**src/rtl/entity_frame_buffer.sv**
```systemverilog
// Double-buffered entity table for the PPU: game logic fills a shadow bank,
// which is copied to the active bank at the start of vertical blanking after a commit.
module entity_frame_buffer #(
  parameter logic [3:0] EMPTY_ID = 4'hF,
  parameter int         MISS_W   = 4
) (
  input  logic              clk,
  input  logic              reset,
  input  logic              wr_valid,
  output logic              wr_ready,
  input  logic [3:0]        wr_slot,
  input  logic [17:0]       wr_data,
  input  logic              clear_shadow,
  input  logic              commit,
  input  logic              frame_start,
  output logic [13:0]       entity_1,
  output logic [13:0]       entity_2,
  output logic [13:0]       entity_3,
  output logic [13:0]       entity_4,
  output logic [13:0]       entity_5,
  output logic [13:0]       entity_6,
  output logic [17:0]       entity_7,
  output logic [13:0]       entity_8_flip,
  output logic [13:0]       entity_9_flip,
  output logic              swapped,
  output logic              bad_slot,
  output logic [MISS_W-1:0] missed_frames
);

  localparam logic [13:0] EMPTY14 = {EMPTY_ID, 10'b0};

  typedef enum logic [1:0] {FILL, PENDING, SWAP} state_t;

  state_t state_q;
  // Slot 6 is 18 bits wide; its upper nibble lives in the separate _ext registers.
  logic [13:0] sh_q [9];
  logic [13:0] sh_d [9];
  logic [13:0] act_q [9];
  logic [3:0]  sh_ext_q, sh_ext_d, act_ext_q;
  logic        swapped_q, bad_q;
  logic [MISS_W-1:0] miss_q;
  logic        wr_fire;

  assign wr_ready = (state_q == FILL);
  assign wr_fire  = wr_valid & wr_ready;

  always_comb begin
    sh_d     = sh_q;
    sh_ext_d = sh_ext_q;
    if (state_q == FILL && clear_shadow) begin
      for (int i = 0; i < 9; i++) sh_d[i] = (i == 6) ? 14'b0 : EMPTY14;
      sh_ext_d = EMPTY_ID;
    end
    // A write in the same cycle as a clear wins for its own slot.
    if (wr_fire) begin
      for (int i = 0; i < 9; i++) begin
        if (wr_slot == 4'(i)) begin
          sh_d[i] = wr_data[13:0];
          if (i == 6) sh_ext_d = wr_data[17:14];
        end
      end
    end
  end

  always_ff @(posedge clk) begin
    if (reset) begin
      state_q   <= FILL;
      for (int i = 0; i < 9; i++) begin
        sh_q[i]  <= (i == 6) ? 14'b0 : EMPTY14;
        act_q[i] <= (i == 6) ? 14'b0 : EMPTY14;
      end
      sh_ext_q  <= EMPTY_ID;
      act_ext_q <= EMPTY_ID;
      swapped_q <= 1'b0;
      bad_q     <= 1'b0;
      miss_q    <= '0;
    end else begin
      sh_q      <= sh_d;
      sh_ext_q  <= sh_ext_d;
      swapped_q <= 1'b0;
      case (state_q)
        FILL: begin
          if (wr_fire && wr_slot > 4'd8) bad_q <= 1'b1;
          if (commit) begin
            state_q <= PENDING;
          end else if (frame_start && miss_q != '1) begin
            miss_q <= miss_q + MISS_W'(1);
          end
        end
        PENDING: begin
          if (frame_start) begin
            state_q   <= SWAP;
            act_q     <= sh_q;
            act_ext_q <= sh_ext_q;
            swapped_q <= 1'b1;
          end
        end
        SWAP:    state_q <= FILL;
        default: state_q <= FILL;
      endcase
    end
  end

  assign entity_1      = act_q[0];
  assign entity_2      = act_q[1];
  assign entity_3      = act_q[2];
  assign entity_4      = act_q[3];
  assign entity_5      = act_q[4];
  assign entity_6      = act_q[5];
  assign entity_7      = {act_ext_q, act_q[6]};
  assign entity_8_flip = act_q[7];
  assign entity_9_flip = act_q[8];
  assign swapped       = swapped_q;
  assign bad_slot      = bad_q;
  assign missed_frames = miss_q;

endmodule
```
**config.mk**
```make
export PLATFORM = sky130hd
export DESIGN_NAME = entity_frame_buffer
export DESIGN_NICKNAME = d
export VERILOG_FILES = /design/src/rtl/entity_frame_buffer.sv
export SDC_FILE = /design/constraint.sdc
export NUM_CORES = 1
export LEC_CHECK = 0
export ABC_AREA = 1
export BUFFER_PORTS_ARGS = -buffer_cell sky130_fd_sc_hd__buf_2
export CAP_MARGIN = 40
export CORE_ASPECT_RATIO = 1.5
export CORE_UTILIZATION = 60
export CTS_BUF_LIST = sky130_fd_sc_hd__clkbuf_8
export CTS_CLUSTER_SIZE = 28
export DETAILED_ROUTE_END_ITERATION = 12
export HOLD_SLACK_MARGIN = 0.12
export PLACE_DENSITY_LB_ADDON = 0.1
export SLEW_MARGIN = 30
export SYNTH_ARGS = -nofsm -noshare
export SYNTH_HDL_FRONTEND = slang
export SYNTH_SLANG_ARGS = --single-unit
```
**constraint.sdc**
```tcl
create_clock -name clk -period 2.4 [get_ports clk]
set_clock_uncertainty 0.15 [all_clocks]
set_input_delay 0.48 -clock clk [delete_from_list [all_inputs] [get_ports clk]]
set_output_delay 0.48 -clock clk [all_outputs]
set_load 0.01 [all_outputs]
```
==> metrics.txt <==
outcome=finished clean; Peak VDD IR=620.9 µV; Setup TNS=0 ns; final setup fails=0; max-cap viol count=0; global-route wire length before repair=between 40000 and 50000 µm; r2r setup slk=0.51 ns; Port Buf Inserts=164; fin. max-slew vios=0; post-CTS setup buffer count=0; CTS Buffer Depth=3; RSZ-0062 raised after global routing=false; final cell count without fillers=between 1500 and 2000; CTS tree=done; DR pass1 iterations=5; commonest non-fill, non-tap cell in the layout=nand2_1; grt ovf=0; NetSw=2174 µW; GPL Wtd Cong=0.8425; Total GRT Usage=approximately 29%; wire per inst=roughly 15 µm; DIE AREA=approximately 18000 µm²; Die Y=162.2 µm; Placement Cell Area=11150 µm²; Worst-Margin Slew=between 0.7 and 0.8 ns; most frequent cells in the layout=nand2_1, dfxtp_1, nor2_1; # H-tree levels=2; CTS Root Cell=clkbuf_8; Worst-Skew Late Latency=0.52 ns; clock share of power=roughly two fifths; Avg Cell Area, Syn=approximately 7.2 µm²; Max Fclk=0.5085 GHz; share of cells above drive strength 1=16.10%; diode count=0; synthesized flop and latch total=268; Synth Net Count=1456; synth warn=0; total number of vias=9340; largest net degree at the start of global routing=113; vias in the first global route=8250; Worst Setup Slack, final=0.4334 ns; Hold Path Class=primary input to register; nets=1587; antenna violations before repair=0; area of the mapped netlist=10260 µm²; Die Wd=about 110 µm; worst stage delay on the critical path=approximately 0.38 ns; post-layout instance area=11980 µm²; Gate power share=7.7%; placed insts=1721; Post-Route WL=26030 µm; post-synth cell types=23; Cells after Synth=1427; Via density=approximately 5.2; critical path arrival=1.34 ns; Crit. End Element=output pin; Initial DRC Count=roughly 710; # clock sinks=268; Switching Share=24.53%; I/O pin count=165; Pint=6688 µW; DP Wirelength=16430 µm; Power Density=739.9 nW/µm²; row count=58; Tmin final=1.967 ns; Area growth syn-to-layout=16.70%; Critical Path Fanout Max=6; CTS buffer count=40; worst setup path class=register to output pin; starting density of the core=61.22%; Routed Antenna Nets=0; Final period util=roughly 82%; Clk pin slew, worst setup/hold paths=0.06 ns; largest area contributor in the netlist=dfxtp_1; Lkg Pwr=about 0.0057 µW; top post-synthesis cells by area=dfxtp_1, nand2_1, nor2_1; post-synthesis sequential area ratio=52.28%; Setup crit start kind=register; crit-path cells=nor2_4 -> buf_2; post-synth top area share=52.28%; Residual DRC=0; hold_buf cts=5; dpl ws=0.4004 ns; Fin. Hold Viols=0; CP required=roughly 1.8 ns; critical path's slowest cell=dfxtp_1; CORE AREA=16760 µm²; Resized Gates After CTS=0; sequential group share of total power=52.0%; Worst slew margin=48.65%
-- per-stage QoR --
stage | power, µW | hold slack [ns] | util (%)
after floorplan | 5129 | 0.2736 | -
after global placement | 5366 | 0.2878 | 66.54
after detailed placement | 5376 | 0.2885 | 66.54
after CTS | 8909 | 0.1446 | 71.44
after global routing | 9196 | 0.1700 | 71.44
final | 8862 | 0.1612 | 71.44
-- layout make-up --
type / count / area [µm²]
inverter: 67 / 256.5
clock buffer: 49 / 674.4
fill: 1421 / 4787
timing repair buffer: 192 / 1131
tap: 210 / 262.8
multi-input combinational: 989 / 4189
clock inverter: 19 / 97.59
sequential: 268 / 5365
-- layer usage --
layer  part of all wire (%)  track usage [%]  up-vias
li1                       -                -     4720
met1                     42            37.64     4236
met2                     48            48.27      329
met3                    7.5            5.217       55
met4                    2.7            11.67        0
met5                      0                0        -
-- worst max-delay path: cells and delay by family, from the launching register on --
family / cells / cell delay (ns)
and+or+nand+nor: 1 / 0.25
buffers and inverters: 1 / 0.19
DFF: 1 / 0.38
-- flip-flops by register name (all words and copies together), names as in the netlist --
signal / count
sh_q: 126
entity_1: 14
entity_2: 14
entity_3: 14
entity_4: 14
entity_5: 14
entity_6: 14
entity_7: 14
entity_8_flip: 14
entity_9_flip: 14
act_ext_q: 4
missed_frames: 4
sh_ext_q: 4
state_q: 2
bad_slot: 1
swapped: 1
-- cell usage after synthesis --
master    number
a21oi_1      100
nand2_2        1
o21ai_0       56
nand3_1      110
buf_1          6
nand4_1        1
nor2_4         4
o21ai_1       10
nand2_1      465
nand3_2        3
nor2_8         1
buf_4          8
buf_2         44
nor2_2         1
inv_2          5
clkbuf_1      45
ha_1           1
nor2_1       227
inv_1         61
xor2_1         1
clkinv_1       1
dfxtp_1      268
o211ai_1       8
-- final timing paths --
kind              startpoint  endpoint  cells after the start
setup / recovery  state_q[0]  wr_ready                      2
hold / removal    wr_slot[3]  bad_slot                      3
setup reg to reg  state_q[0]  sh_q[90]                      7
hold reg to reg     bad_slot  bad_slot                      2
-- power groups by stage --
| stage | logic (µW) | clock network, µW | registers [µW] |
|---|---|---|---|
| after detailed placement | 676 | 0 | 4700 |
| after floorplan | 404 | 0 | 4720 |
| after global routing | 754 | 3830 | 4610 |
| after CTS | 684 | 3620 | 4600 |
| after global placement | 667 | 0 | 4700 |
| final | 686 | 3570 | 4600 |
-- cell families (layout without fill, tap and decap cells) --
logic type | after synthesis | after routing | share of synthesized area (%)
adder cells (fa/ha/maj) | 1 | 1 | 0.1219
flip-flops | 268 | 268 | 52.28
buffers and inverters | 170 | 327 | 7.047
AND/OR/NAND/NOR | 813 | 813 | 31.79
XOR/XNOR | 1 | 1 | 0.08536
AO/OA/AOI/OAI | 174 | 174 | 8.681
Power figures use the tool's default switching activity.
